==> src/rtl/clock_tick_gen.sv <==
// Timebase divider: periodic one-cycle tick, square wave sq and double-rate half pulse.
// Define TICK_GEN_FRAC_EN for the fractional phase-accumulator mode; the default is integer mode.
module clock_tick_gen #(
  parameter int CLK_HZ   = 50_000_000,
  parameter int TICK_HZ  = 1,
  parameter int FAST_MUL = 8,
  parameter int CNT_W    = 32
) (
  input  logic clk,
  input  logic rst,
  input  logic en,
  input  logic clr,
  input  logic fast,
  output logic tick,
  output logic sq,
  output logic half
);

`ifdef TICK_GEN_FRAC_EN
  localparam longint M_I = longint'(CLK_HZ);
  localparam longint B_I = longint'(TICK_HZ);
`else
  localparam longint M_I = longint'(CLK_HZ / TICK_HZ);
  localparam longint B_I = 64'sd1;
`endif
  localparam longint HI_I = (M_I + 64'sd1) / 64'sd2;

  localparam logic [CNT_W-1:0] M_V         = CNT_W'(M_I);
  localparam logic [CNT_W-1:0] HI_V        = CNT_W'(HI_I);
  localparam logic [CNT_W-1:0] STEP_NORMAL = CNT_W'(B_I);
  localparam logic [CNT_W-1:0] STEP_FAST   = CNT_W'(B_I * longint'(FAST_MUL));

  logic [CNT_W-1:0] cnt;
  logic [CNT_W-1:0] step;
  logic [CNT_W-1:0] nxt;
  logic [CNT_W-1:0] cnt_new;
  logic             wrap;
  logic             cross_hi;

  always_comb begin
    step     = fast ? STEP_FAST : STEP_NORMAL;
    nxt      = cnt + step;
    wrap     = (nxt >= M_V);
    cross_hi = (cnt < HI_V) && (nxt >= HI_V);
`ifdef TICK_GEN_FRAC_EN
    // Keep the remainder so the long-run rate is exact.
    cnt_new  = wrap ? (nxt - M_V) : nxt;
`else
    cnt_new  = wrap ? '0 : nxt;
`endif
  end

  // Clear shares reset's values, so a clear on the wrap edge suppresses the tick.
  always_ff @(posedge clk) begin
    if (rst || clr) begin
      cnt  <= '0;
      tick <= 1'b0;
      half <= 1'b0;
      sq   <= 1'b1;
    end else if (en) begin
      cnt  <= cnt_new;
      tick <= wrap;
      half <= wrap || cross_hi;
      sq   <= (cnt_new < HI_V);
    end else begin
      tick <= 1'b0;
      half <= 1'b0;
    end
  end

endmodule

==> config.mk <==
export PLATFORM = sky130hd
export DESIGN_NAME = clock_tick_gen
export DESIGN_NICKNAME = d
export VERILOG_FILES = /design/src/rtl/clock_tick_gen.sv
export SDC_FILE = /design/constraint.sdc
export NUM_CORES = 1
export LEC_CHECK = 0
export ABC_CLOCK_PERIOD_IN_PS = 3700
export BUFFER_PORTS_ARGS = -buffer_cell sky130_fd_sc_hd__buf_4
export CORE_MARGIN = 2
export CORE_UTILIZATION = 62
export DETAILED_ROUTE_END_ITERATION = 16
export PLACE_DENSITY = 0.9
export SYNTH_ARGS = -nofsm -noshare
export SYNTH_HDL_FRONTEND = slang
export SYNTH_SLANG_ARGS = --single-unit
==> constraint.sdc <==
create_clock -name clk -period 3.7 [get_ports clk]
set_input_delay 0.37 -clock clk [delete_from_list [all_inputs] [get_ports clk]]
set_output_delay 0.37 -clock clk [all_outputs]
set_load 0.005 [all_outputs]
==> reports/summary.md <==
The synthesized area per cell was 8.28 um2; the iteration-0 DRC count of the detailed router was 280. Of the total power, registers draw 56.0%. The switching power as a share of total power was 22.8%.

The prevailing post-synth register cell is dfxtp_1. The buffering stage count on the worst path with inverters included works out to 1. The post-route netlist has 13.2% of its cells at a drive strength greater than 1.

For this run, the number of Yosys warnings is 0. The global route total overflow is 0. The library cell used most frequently in the layout, excluding fill and tap cells, is dfxtp_1. The share of total power dissipated in the clock network is 38.9%. TritonCTS built the clock tree.

The max-slew violation count is 0. The net switching component of the power was 0.154 mW. The sink count of the clock tree was 35. The completed layout was analyzed and its total power is 0.675 mW.

The quantity of I/O buffers inserted on ports works out to 7. The H-tree was split into 2 levels. For this run, the register share of the synthesized area comes to 29.5%.

The slowest stage of the critical path belongs to the cell nor4_2. Setup repair after global routing left no endpoint under its margin. The maximum fanout along the worst path is 11, and the area after detailed placement is 0.00247 mm2. At the worst endpoint, the arrival time is 3.43 ns.

Kind of critical path: reg -> reg. Measured on the finished design, the core utilization comes to 69.8%. The cell count after synthesis came out at 287. The clock arrives with 0.00466 ns of skew.

The detail route stage leaves a number of antenna-violating nets equal to 0. Max-cap violation count: 0. On the critical path the largest part of the delay comes from compound AO/OA/AOI/OAI gates. The minimum clock period after layout works out to 3.25 ns. The slew of the pin with the lowest slew margin came out at 0.606 ns. The number of rows created at floorplan is 22, and the mean routed wirelength per cell is 16.7 um. Clock tree synthesis selected as its root buffer the cell clkbuf_8. At the end of routability-driven placement, the weighted congestion stood at 0.931.

Relative to the synthesized area, the layout overhead comes to 7.42%. After detailed routing, the number of remaining DRC violations is 0. STA classifies the critical path startpoint as a flip-flop. Estimated wirelength of the detail-placed design: 4250 um. The synthesized design contains 0 enable-type register cells. The tools report the post-cts repair resize count as 0. Per report_power, the combinational group accounts for 5.1% of the total.

For this block, the via count after detailed routing is 2286. The top cell types in the final layout, fill and taps aside, are dfxtp_1, nand2_1, nand3_1. The worst hold path belongs to the class in -> reg. In this run the standard cell core region covers 0.00366 mm2.

The post-synthesis net count was 295. The first global-routing pass estimated 9450 um of wire. For the layout net count, the log shows 302. With fillers left out, the area of the finished cells amounts to 0.00255 mm2. In this run, CTS created clock tree buffers numbering 5.

The tools report the initial cell density of the core as 64.9%. Number of antenna violations at the first check in global routing: 0. The number of distinct library cells after synthesis is 63, and the power per standard cell area is 264 mW/mm2.

For the final routed database, the setup TNS stands at 0 ns. The fraction of the cycle the final worst path needs is 87.8%. The proportion of synthesized flip-flops having asynchronous set or reset is 0%.

Buffers inserted during post-CTS setup optimization: 0. The die is 65.9 um tall. The logs give 2027 for the via count of the first global-routing pass and 0.29 ns for the clock insertion delay at the later pin of the skew report. The die is 65.9 um wide. For the number of buffers inserted by hold repair at cts, the log shows 0. Summed over all cells, the static leakage comes to 0.942 nW. Entering global routing, the biggest net connects 19 pins.

The required time of the critical path was 3.88 ns. The flow ran to the end, and the final reports show no timing, DRC or antenna violations. The clock passes through at most 2 buffers.

STA classifies the critical path endpoint as a flip-flop. The die covers 0.00435 mm2. Final wirelength: 5740 um. In this run the count of I/O pins placed on the die edge is 8. Across all hold checks on the routed design, the worst slack comes to 0.463 ns.

The count of TritonRoute iterations in the first routing pass came out at 5. The signal on the critical path passes through ha_1, a41oi_4, nor4_2, xor2_1, nand2_1, a2111o_1, a21oi_2, nor3_2, buf_4, a21o_1, a32o_1. Post-synthesis instance area: 0.00238 mm2. The internal power of the cells totals 0.522 mW. The synthesized design contains 35 register bits.

The number of antenna diodes in the final layout is 0. The number of hold violations in the final report was 0; the largest voltage drop on the vdd net was 0.208 mV. Setup violations remaining at the end of the flow were counted as 0. The logs give 308 MHz for the achievable clock frequency and 59.5% for the worst relative slew slack. The overall track demand over capacity in global routing is 28.3%, and the vias per cell is 6.66. In this design, the stage delay of the slowest critical-path cell is 0.45 ns. The clock-pin transition on the worst setup and hold timing paths is 0.07 ns.
-- worst register-to-register path, stage by stage (launching register included) --
cell and delay, ns:
dfxtp_1 0.32, ha_1 0.43, a41oi_4 0.23, nor4_2 0.46
xor2_1 0.24, nand2_1 0.08, a2111o_1 0.44, a21oi_2 0.31
nor3_2 0.08, buf_4 0.20, a21o_1 0.17, a32o_1 0.19
-- Yosys cell counts (all sizes together), types with 3 or more instances --
cell type / count / area [um2]
nor2: 15 / 56.3
nor4: 6 / 50.0
nand4: 12 / 111
nor2b: 5 / 31.3
or4: 3 / 22.5
o31ai: 3 / 22.5
clkbuf: 4 / 15.0
and4: 6 / 55.1
nand2: 25 / 93.8
xnor2: 11 / 96.3
a211oi: 5 / 55.1
ha: 3 / 37.5
nor3: 17 / 101
a21oi: 8 / 43.8
o21ai: 14 / 70.1
xor2: 10 / 87.6
a22o: 3 / 26.3
o211ai: 4 / 30.0
and3: 10 / 62.6
and2: 10 / 62.6
inv: 7 / 26.3
or2: 4 / 25.0
nand3: 18 / 90.1
buf: 11 / 62.6
a31oi: 5 / 31.3
dfxtp: 35 / 701
-- logic make-up (layout without fill, tap and decap cells) --
group / count (synthesis) / count (layout) / share of synthesized area [%]
AND/OR/NAND/NOR: 142 / 142 / 35.6
adder cells (fa/ha/maj): 3 / 3 / 1.58
flip-flops: 35 / 35 / 29.5
buffers and inverters: 22 / 30 / 4.37
multiplexers: 3 / 3 / 1.32
XOR/XNOR: 21 / 21 / 7.74
AO/OA/AOI/OAI: 61 / 61 / 19.9
-- layer usage --
layer  vias to the layer above  global-route usage, %  share of wire, %  routed length [um]
li1                       1096                      -                 -                   -
met1                      1064                   35.5                44                2520
met2                        97                   44.6                45                2570
met3                        29                   5.96               6.9                 393
met4                         0                   16.1               4.4                 254
met5                         -                      0                 0                   0
-- registers in the layout, indices dropped and copies added, names as in the netlist --
| register | flops |
|---|---|
| half | 1 |
| cnt | 32 |
| tick | 1 |
| sq | 1 |
-- path summary, 6_finish.rpt --
kind	from	cells past startpoint	end	slack, ns
max	cnt[3]$_SDFFE_PP0P_	11	cnt[17]$_SDFFE_PP0P_	0.45
min	en	3	cnt[6]$_SDFFE_PP0P_	0.46
max reg2reg	cnt[3]$_SDFFE_PP0P_	11	cnt[17]$_SDFFE_PP0P_	0.45
min reg2reg	cnt[0]$_SDFFE_PP0P_	1	cnt[0]$_SDFFE_PP0P_	0.49
-- stage by stage --
stage / worst slack, ns / instances
6_report: 0.451 / 343
5_1_grt: 0.158 / 343
4_1_cts: 0.457 / 343
2_1_floorplan: 0.717 / 287
3_5_place_dp: 0.312 / 335
3_3_place_gp: 0.357 / 335
-- area by class of cell --
type	count	area (um2)
Clock buffer	7	76.3
Fill cell	299	1110
Tap cell	48	60.1
Inverter	7	26.3
Multi-Input combinational cell	230	1570
Timing Repair Buffer	15	113
Sequential cell	35	701
Clock inverter	1	5.00
-- power by group through the flow --
| stage | Combinational, mW | Sequential (mW) | Clock (mW) |
|---|---|---|---|
| final | 0.0342 | 0.378 | 0.263 |
| after global routing | 0.0372 | 0.378 | 0.284 |
| after CTS | 0.0338 | 0.378 | 0.267 |
| after detailed placement | 0.0336 | 0.387 | 0 |
| after global placement | 0.0328 | 0.387 | 0 |
| after floorplan | 0.0233 | 0.387 | 0 |
Note: power is estimated with default switching activity, not from simulation.
